**src/rtl/pipe_pkg.sv**
```systemverilog
// Shared types and constants for the RV32I pipeline control blocks.
package pipe_pkg;

    localparam int          REG_ADDR_W = 5;
    localparam logic [31:0] NOP_INSTR  = 32'h00000013;

    typedef enum logic [1:0] {
        RUN      = 2'd0,
        MEM_WAIT = 2'd1,
        REDIRECT = 2'd2
    } ctrl_state_t;

endpackage

```
**src/rtl/sat_counter.sv**
```systemverilog
// Saturating up-counter with synchronous clear; clear wins over increment.
module sat_counter #(
    parameter int W = 16
) (
    input  logic         i_clk,
    input  logic         i_rst,
    input  logic         i_clear,
    input  logic         i_inc,
    output logic [W-1:0] o_count
);

    localparam logic [W-1:0] ONE = {{(W-1){1'b0}}, 1'b1};

    logic [W-1:0] r_count;

    // Count register; holds at all-ones once saturated.
    always_ff @(posedge i_clk or posedge i_rst) begin
        if (i_rst) begin
            r_count <= '0;
        end else if (i_clear) begin
            r_count <= '0;
        end else if (i_inc && (r_count != {W{1'b1}})) begin
            r_count <= r_count + ONE;
        end else begin
            r_count <= r_count;
        end
    end

    assign o_count = r_count;

endmodule

```
**src/rtl/hazard_ctrl.sv**
```systemverilog
// Stall/flush sequencer for the 5-stage pipeline: memory freeze, redirect
// bubbles and load-use stalls, plus stall counter and sticky memory timeout.
module hazard_ctrl
    import pipe_pkg::*;
#(
    parameter int REDIRECT_BUBBLES = 1,
    parameter int MEM_TIMEOUT      = 255
) (
    input  logic                  i_clk,
    input  logic                  i_rst,
    input  logic [REG_ADDR_W-1:0] rs1_ID,
    input  logic [REG_ADDR_W-1:0] rs2_ID,
    input  logic                  use_rs1_ID,
    input  logic                  use_rs2_ID,
    input  logic [REG_ADDR_W-1:0] rd_EX,
    input  logic                  mem_read_EX,
    input  logic                  redirect_EX,
    input  logic                  dmem_req_MEM,
    input  logic                  dmem_ready,
    output logic                  pc_en,
    output logic                  if_id_en,
    output logic                  if_id_flush,
    output logic                  id_ex_en,
    output logic                  id_ex_flush,
    output logic                  ex_mem_en,
    output logic                  mem_wb_flush,
    output logic [31:0]           stall_count,
    output logic                  mem_timeout
);

    localparam logic [2:0]  BUBBLES    = 3'(REDIRECT_BUBBLES);
    localparam logic [15:0] TIMEOUT_M1 = 16'(MEM_TIMEOUT - 1);

    ctrl_state_t r_state;
    ctrl_state_t w_next_state;
    logic [2:0]  r_bubble;
    logic [2:0]  w_next_bubble;
    logic        r_mem_timeout;
    logic        w_freeze;
    logic        w_load_use;
    logic [15:0] w_wait_cnt;

    assign w_freeze   = dmem_req_MEM && !dmem_ready;
    assign w_load_use = mem_read_EX && (rd_EX != 5'd0) &&
                        ((use_rs1_ID && (rs1_ID == rd_EX)) ||
                         (use_rs2_ID && (rs2_ID == rd_EX)));

    // Next-state and pipeline control, in priority order.
    always_comb begin
        pc_en         = 1'b0;
        if_id_en      = 1'b0;
        if_id_flush   = 1'b0;
        id_ex_en      = 1'b0;
        id_ex_flush   = 1'b0;
        ex_mem_en     = 1'b0;
        mem_wb_flush  = 1'b0;
        w_next_state  = r_state;
        w_next_bubble = r_bubble;
        if (i_rst) begin
            w_next_state  = RUN;
            w_next_bubble = 3'd0;
        end else if (w_freeze) begin
            // Bubble count is held so the redirect shadow resumes after the wait.
            mem_wb_flush = 1'b1;
            w_next_state = MEM_WAIT;
        end else begin
            pc_en     = 1'b1;
            if_id_en  = 1'b1;
            id_ex_en  = 1'b1;
            ex_mem_en = 1'b1;
            if (redirect_EX) begin
                if_id_flush   = 1'b1;
                id_ex_flush   = 1'b1;
                w_next_bubble = BUBBLES;
                w_next_state  = (BUBBLES != 3'd0) ? REDIRECT : RUN;
            end else if (r_state == REDIRECT) begin
                if_id_flush   = 1'b1;
                w_next_bubble = (r_bubble != 3'd0) ? (r_bubble - 3'd1) : 3'd0;
                w_next_state  = (r_bubble <= 3'd1) ? RUN : REDIRECT;
            end else begin
                if (w_load_use) begin
                    pc_en       = 1'b0;
                    if_id_en    = 1'b0;
                    id_ex_flush = 1'b1;
                end else begin
                    id_ex_flush = 1'b0;
                end
                w_next_state = (r_bubble != 3'd0) ? REDIRECT : RUN;
            end
        end
    end

    // State and bubble counter registers.
    always_ff @(posedge i_clk or posedge i_rst) begin
        if (i_rst) begin
            r_state  <= RUN;
            r_bubble <= 3'd0;
        end else begin
            r_state  <= w_next_state;
            r_bubble <= w_next_bubble;
        end
    end

    // Sticky timeout; sets on the edge that completes MEM_TIMEOUT frozen cycles.
    always_ff @(posedge i_clk or posedge i_rst) begin
        if (i_rst) begin
            r_mem_timeout <= 1'b0;
        end else if (w_freeze && (w_wait_cnt >= TIMEOUT_M1)) begin
            r_mem_timeout <= 1'b1;
        end else begin
            r_mem_timeout <= r_mem_timeout;
        end
    end

    sat_counter #(.W(16)) u_wait_cnt (
        .i_clk   (i_clk),
        .i_rst   (i_rst),
        .i_clear (!w_freeze),
        .i_inc   (w_freeze),
        .o_count (w_wait_cnt)
    );

    sat_counter #(.W(32)) u_stall_cnt (
        .i_clk   (i_clk),
        .i_rst   (i_rst),
        .i_clear (1'b0),
        .i_inc   (!pc_en),
        .o_count (stall_count)
    );

    assign mem_timeout = r_mem_timeout;

endmodule

```
**config.mk**
```make
export PLATFORM = sky130hd
export DESIGN_NAME = hazard_ctrl
export DESIGN_NICKNAME = d
export VERILOG_FILES = /design/src/rtl/pipe_pkg.sv /design/src/rtl/sat_counter.sv /design/src/rtl/hazard_ctrl.sv
export SDC_FILE = /design/constraint.sdc
export NUM_CORES = 1
export LEC_CHECK = 0
export BUFFER_PORTS_ARGS = -buffer_cell sky130_fd_sc_hd__buf_4
export CAP_MARGIN = 5
export CORE_UTILIZATION = 40
export DETAILED_ROUTE_END_ITERATION = 12
export PLACE_DENSITY = 0.73
export SYNTH_ARGS = -nofsm -noshare
export SYNTH_HDL_FRONTEND = slang
export SYNTH_SLANG_ARGS = --single-unit
```
**constraint.sdc**
```tcl
create_clock -name i_clk -period 7.5 [get_ports i_clk]
set_clock_uncertainty 0.05 [all_clocks]
set_input_delay 0.75 -clock i_clk [delete_from_list [all_inputs] [get_ports i_clk]]
set_output_delay 0.75 -clock i_clk [all_outputs]
set_load 0.02 [all_outputs]
```
# After elaboration in Yosys (flattened, before gate mapping)
# Index checks and enable logic that the tools add are counted.
dict set report op_classes {
  addsub 3
  magnitude_cmp 2
  eq_ne 7
  mux 31
  reduce_logical 15
}
# cell count
set ops {}
lappend ops {{32-bit by 1-bit adder with 32-bit output, second input constant} 1}
lappend ops {{16-bit two-way mux} 2}
lappend ops {{32-bit != test, second input constant} 1}
lappend ops {{1-bit two-way mux} 18}
lappend ops {{16-bit by 1-bit adder with 16-bit output, second input constant} 1}
lappend ops {{16-bit by 8-bit >= comparator with 1-bit output, second input constant} 1}
lappend ops {{16-bit != test, second input constant} 1}
lappend ops {{3-bit two-way mux} 5}
lappend ops {{2-bit two-way mux} 6}
lappend ops {{5-bit equality test} 2}
lappend ops {{1-bit logical AND} 8}
lappend ops {{3-bit nonzero test} 2}
lappend ops {{5-bit nonzero test} 1}
lappend ops {{2-bit != test, second input constant} 2}
lappend ops {{3-bit by 1-bit less-or-equal comparator with 1-bit output, second input constant} 1}
lappend ops {{3-bit by 1-bit subtractor with 3-bit output, second input constant} 1}
lappend ops {{2-bit equality test, second input constant} 1}
lappend ops {{1-bit zero test} 2}
lappend ops {{2-bit AND reduction} 1}
lappend ops {{1-bit logical OR} 1}
dict set report totals {
  regBits 54
  input_bits 23
  output_inout_bits 40
  elab_cells 63
}

# Logic depth before layout (Yosys ltp)
dict set report depth {
  ltp_word 11
  depth_mapped 9
  depth_no_buf 7
}

# Hierarchy
# A second synthesis with hierarchy kept.
dict set report hier_totals {
  hier_cells 349
  area_unflattened_um2 3201.8
}
# module instances cells_per_inst area_each_um2 seq_area_each_um2
set by_module_without_submodules {}
lappend by_module_without_submodules {{sat_counter (u_stall_cnt)} 1 186 1740.4 800.8}
lappend by_module_without_submodules {{sat_counter (u_wait_cnt)} 1 101 932.1 400.4}
lappend by_module_without_submodules {hazard_ctrl 1 62 529.3 150.1}

# Worst setup path before layout
# Ideal clock, no wire load.
dict set report synth_timing {
  path_type {in2out}
  start {input port i_rst}
  end {output port pc_en}
  arrival_time_ps 2979
  required_time_ps 6700
  setup_slack_ps 3721
  stages 4
  path_buffers 1
  cell_sequence {inv_1 nand2_1 a21oi_2 buf_4}
}
dict set report synth_via {
  elab_chain_cells 1
}
# element line_no
set synth_rtl {}
lappend synth_rtl {{start, declared} hazard_ctrl.sv:10} ;# input logic i_rst,
lappend synth_rtl {{1-bit two-way mux} -}
lappend synth_rtl {{end, declared} hazard_ctrl.sv:20} ;# output logic pc_en,
# No other way between the ends.

# Final worst setup path
dict set report layout_timing {
  start {input port rd_EX[1]}
  end {output port pc_en}
}
dict set report layout_via {
  elab_chain_cells 9
  elab_cells_between_ends 13
  cone_classes {eq/ne (2); mux (5); reduce/logical (6)}
}
# element line_no
set layout_rtl {}
lappend layout_rtl {{start, declared} hazard_ctrl.sv:15} ;# input logic [REG_ADDR_W-1:0] rd_EX,
lappend layout_rtl {{5-bit equality test, on equally long branches} {hazard_ctrl.sv:45, hazard_ctrl.sv:46}}
lappend layout_rtl {{1-bit logical AND, on equally long branches} {hazard_ctrl.sv:45, hazard_ctrl.sv:46}}
lappend layout_rtl {{1-bit logical OR} hazard_ctrl.sv:45} ;# ((use_rs1_ID && (rs1_ID == rd_EX)) ||
lappend layout_rtl {{1-bit logical AND (*)} hazard_ctrl.sv:44} ;# assign w_load_use = mem_read_EX && (rd_EX != 5'd0) &&
lappend layout_rtl {{1-bit two-way mux (*)} hazard_ctrl.sv:81} ;# if (w_load_use) begin
lappend layout_rtl {{1-bit two-way mux (*)} hazard_ctrl.sv:76} ;# end else if (r_state == REDIRECT) begin
lappend layout_rtl {{1-bit two-way mux (*)} hazard_ctrl.sv:71} ;# if (redirect_EX) begin
lappend layout_rtl {{1-bit two-way mux (*)} hazard_ctrl.sv:62} ;# end else if (w_freeze) begin
lappend layout_rtl {{1-bit two-way mux (*)} hazard_ctrl.sv:59} ;# if (i_rst) begin
# Mark *: on every way between the ends. The rest lies on a longest branch, timed or not.

==> results.cfg <==
[yosys]
netlist_top_cells_area = dfrtp_1 (47%), xor2_1 (11%), xnor2_1 (5.5%)
synthDistinctLibCells = 41
synth_warnings = 0
yosysSeqAreaShare_pct = 47.41
ys_seq_elements = 54
synthArstFlopShare_pct = 100.0
synth_largest_area_cell = dfrtp_1
yosys_most_used_dff = dfrtp_1
mappedNetlistNets = 323
postSynthAreaPerCell_um2 = 9.662
synth.top_cell.area_share_pct = 47.41
synth-edff-count = 0
syn_area_um2 = 2850
syn_inst = 295

[clocking]
cts_setup_buffers = 0
cts_sinks = 54
postCtsHoldBufs = 0
worstSkewPairLatency_ns = 0.31
cts_made_buffers = 5
clock_path_buffers = 2
cts_tree = yes
root_buffer = clkbuf_8
h-tree-depth = 2
path_clk_slew_ns = 0.10
cts_resized = 0

[worst_setup_path]
path_max_fanout = 11
critPathBufInv = 2
critPathSlowestCell = or4_1
cp_top_family = compound AO/OA/AOI/OAI gates
r2r-start = u_stall_cnt.o_count[0]$_DFFE_PP0P_
crit_path_frequent_cell = buf_4
arrival_ns = 2.46
cp.required_ns = 6.70
crit_path_cell_trace = buf_4 -> or4_1 -> o21ai_0 -> nor2_1 -> a21oi_2 -> buf_4
crit_path_max_incr_delay_ns = 0.52
cp-end-kind = primary output
setup.worst_path.class = in -> out
startpoint = rd_EX[1]
startpoint_type = input pin

[timing]
relSlewSlack_pct = 51.47
fmax_ghz = 0.3071
setup-tns-final_ns = 0
tightestPinTransition_ns = 0.7280
setup_viol = 0
hold_violations = 0
min_period_over_period_pct = 43.42
min_period_ns = 3.256
rsz0062_at_grt = false
slew_viol_final = 0

[floorplanning]
die_area_um2 = 7468
start_util_pct = 41.72
coreArea_um2 = 6832
die_height_um = 86.42
fp.dieW_um = 86.42
boundaryPins = 63
rows = 30

[layout]
layout-drive-gt1-share_pct = 21.57
final_util_pct = 51.17
final_nets = 384
diodes = 0
syn_to_final_growth_pct = 22.65
fillers = 664

[routing]
postRouteAntennaNets = 0
met1_length_um = 2789
drt_iter0_markers = 125
drt-wirelength-per-cell_um = 13.46
drc = 0
firstDrtPassIters = 4
wl_um = 6096
wl_met2_um = 2996
highest_layer = met4
route.vias.total = 2345
vias_per_cell = 5.177
wl_met3_um = 255

[grt]
grt_pass1_wl_um = 10290
grt_pass1_vias = 2259
grt_max_degree = 56
gr-usage-all-layers_pct = 17.42
gr-total-overflow = 0
antenna_found_initial = 0

[place]
place_congestion = 0.8051
hpwl_um = 4543
port_buffers = 62

[flow_run]
maxCapViolCount = 0

[run_status]
status = finished clean

[power_and_ir_drop]
p_leak_uw = 0.001658
p_per_area_nw_per_um2 = 192.3
ir_drop_uv = 79.62

[hold_path]
hold_start = mem_timeout$_DFFE_PP0P_
hp-class = reg -> reg
[final timing paths]
kind,to,slack [ns],cells after the start
worst max-delay path,pc_en,4.24,6
worst min-delay path,mem_timeout$_DFFE_PP0P_,0.43,1
worst max register to register,u_stall_cnt.o_count[1]$_DFFE_PP0P_,4.65,6
worst min register to register,mem_timeout$_DFFE_PP0P_,0.43,1
max in group asynchronous,u_stall_cnt.o_count[29]$_DFFE_PP0P_,6.35,3
min in group asynchronous,u_wait_cnt.o_count[0]$_DFFE_PP0P_,0.59,3
[synthesized netlist by cell type (2+ instances only)]
cell,count
o21ai_0,7
and2_1,4
or4_1,2
buf_6,2
nand3_1,20
inv_1,9
and3_1,6
and4_1,3
dfrtp_1,54
a31oi_1,3
xnor2_1,18
a21oi_1,5
xor2_1,35
nor4_1,10
nand2_1,19
nand2b_1,3
a21o_1,2
nand4_1,14
buf_4,2
ha_1,5
clkbuf_1,4
nor3_1,13
nor2_1,37
[report_power, final]
part	internal, uW	leakage [uW]	switching [uW]
Sequential	312	0.000701	30.4
Clock	98.4	0.0000579	95.4
Combinational	59.5	0.000899	76.5
Total	470	0.00166	202
[stage by stage]
step / worst slack, ns / total power (uW) / instance area, um^2 / hold WS, ns / std cells
global placement: 4.262 / 481.7 / 3387 / 0.4125 / 445
finish: 4.244 / 672.4 / 3496 / 0.4307 / 453
floorplan: 3.721 / 422.2 / 2850 / 0.4395 / 295
detailed placement: 4.209 / 486.9 / 3387 / 0.4161 / 445
global route: 4.044 / 705.4 / 3496 / 0.4601 / 453
CTS: 4.209 / 678.7 / 3496 / 0.4396 / 453
[per-layer routing]
layer	vias up	GRT usage (%)
met2	64	29.51
met4	0	4.545
met5	-	0
met3	5	3.048
met1	1136	23.13
li1	1140	-
[cells by family after synthesis]
family                   count (synthesis)  share of synthesized area, %
buffers and inverters                   18                         3.160
adder cells (fa/ha/maj)                  5                         2.195
XOR/XNOR                                53                         16.29
flip-flops                              54                         47.41
multiplexers                             1                        0.3951
AO/OA/AOI/OAI                           26                         5.795
AND/OR/NAND/NOR                        138                         24.76
[cell usage in the layout, fill, tap and decap left out, types with 3 or more instances in the layout]
| cell | synthesis | routed |
|---|---|---|
| a31oi_1 | 3 | 3 |
| and4_1 | 3 | 3 |
| nand2_1 | 19 | 19 |
| clkbuf_8 | 0 | 5 |
| xnor2_1 | 18 | 18 |
| xor2_1 | 35 | 35 |
| o21ai_0 | 7 | 7 |
| nand3_1 | 20 | 20 |
| nand4_1 | 14 | 14 |
| and2_1 | 4 | 4 |
| nor2_1 | 37 | 37 |
| and3_1 | 6 | 6 |
| nor3_1 | 13 | 13 |
| nor4_1 | 10 | 10 |
| a21oi_1 | 5 | 5 |
| dfrtp_1 | 54 | 54 |
| nand2b_1 | 3 | 3 |
| buf_4 | 2 | 63 |
| inv_1 | 9 | 8 |
| ha_1 | 5 | 5 |
[worst register-to-register path: cells and delay by family (launching register included)]
family	cells	cell delay, ns
adder cells (fa/ha/maj)	1	0.25
flip-flops	1	0.45
multiplexers	1	0.36
AND/OR/NAND/NOR	4	1.63
[sequential cells by signal, indices dropped and copies added (netlist names)]
register / count
u_stall_cnt.o_count: 32
u_wait_cnt.o_count: 16
r_bubble: 3
r_state: 2
mem_timeout: 1
[final cells by class]
type | count | area, um^2 | area share (%)
multi-input combinational | 223 | 1409 | 40.30
sequential | 54 | 1351 | 38.65
timing repair buffer | 63 | 473.0 | 13.53
tap | 96 | 120.1 | 3.436
clock buffer | 5 | 68.82 | 1.969
clock inverter | 3 | 40.04 | 1.145
inverter | 9 | 33.78 | 0.9664
No activity file was read; power rests on OpenSTA's default activity.
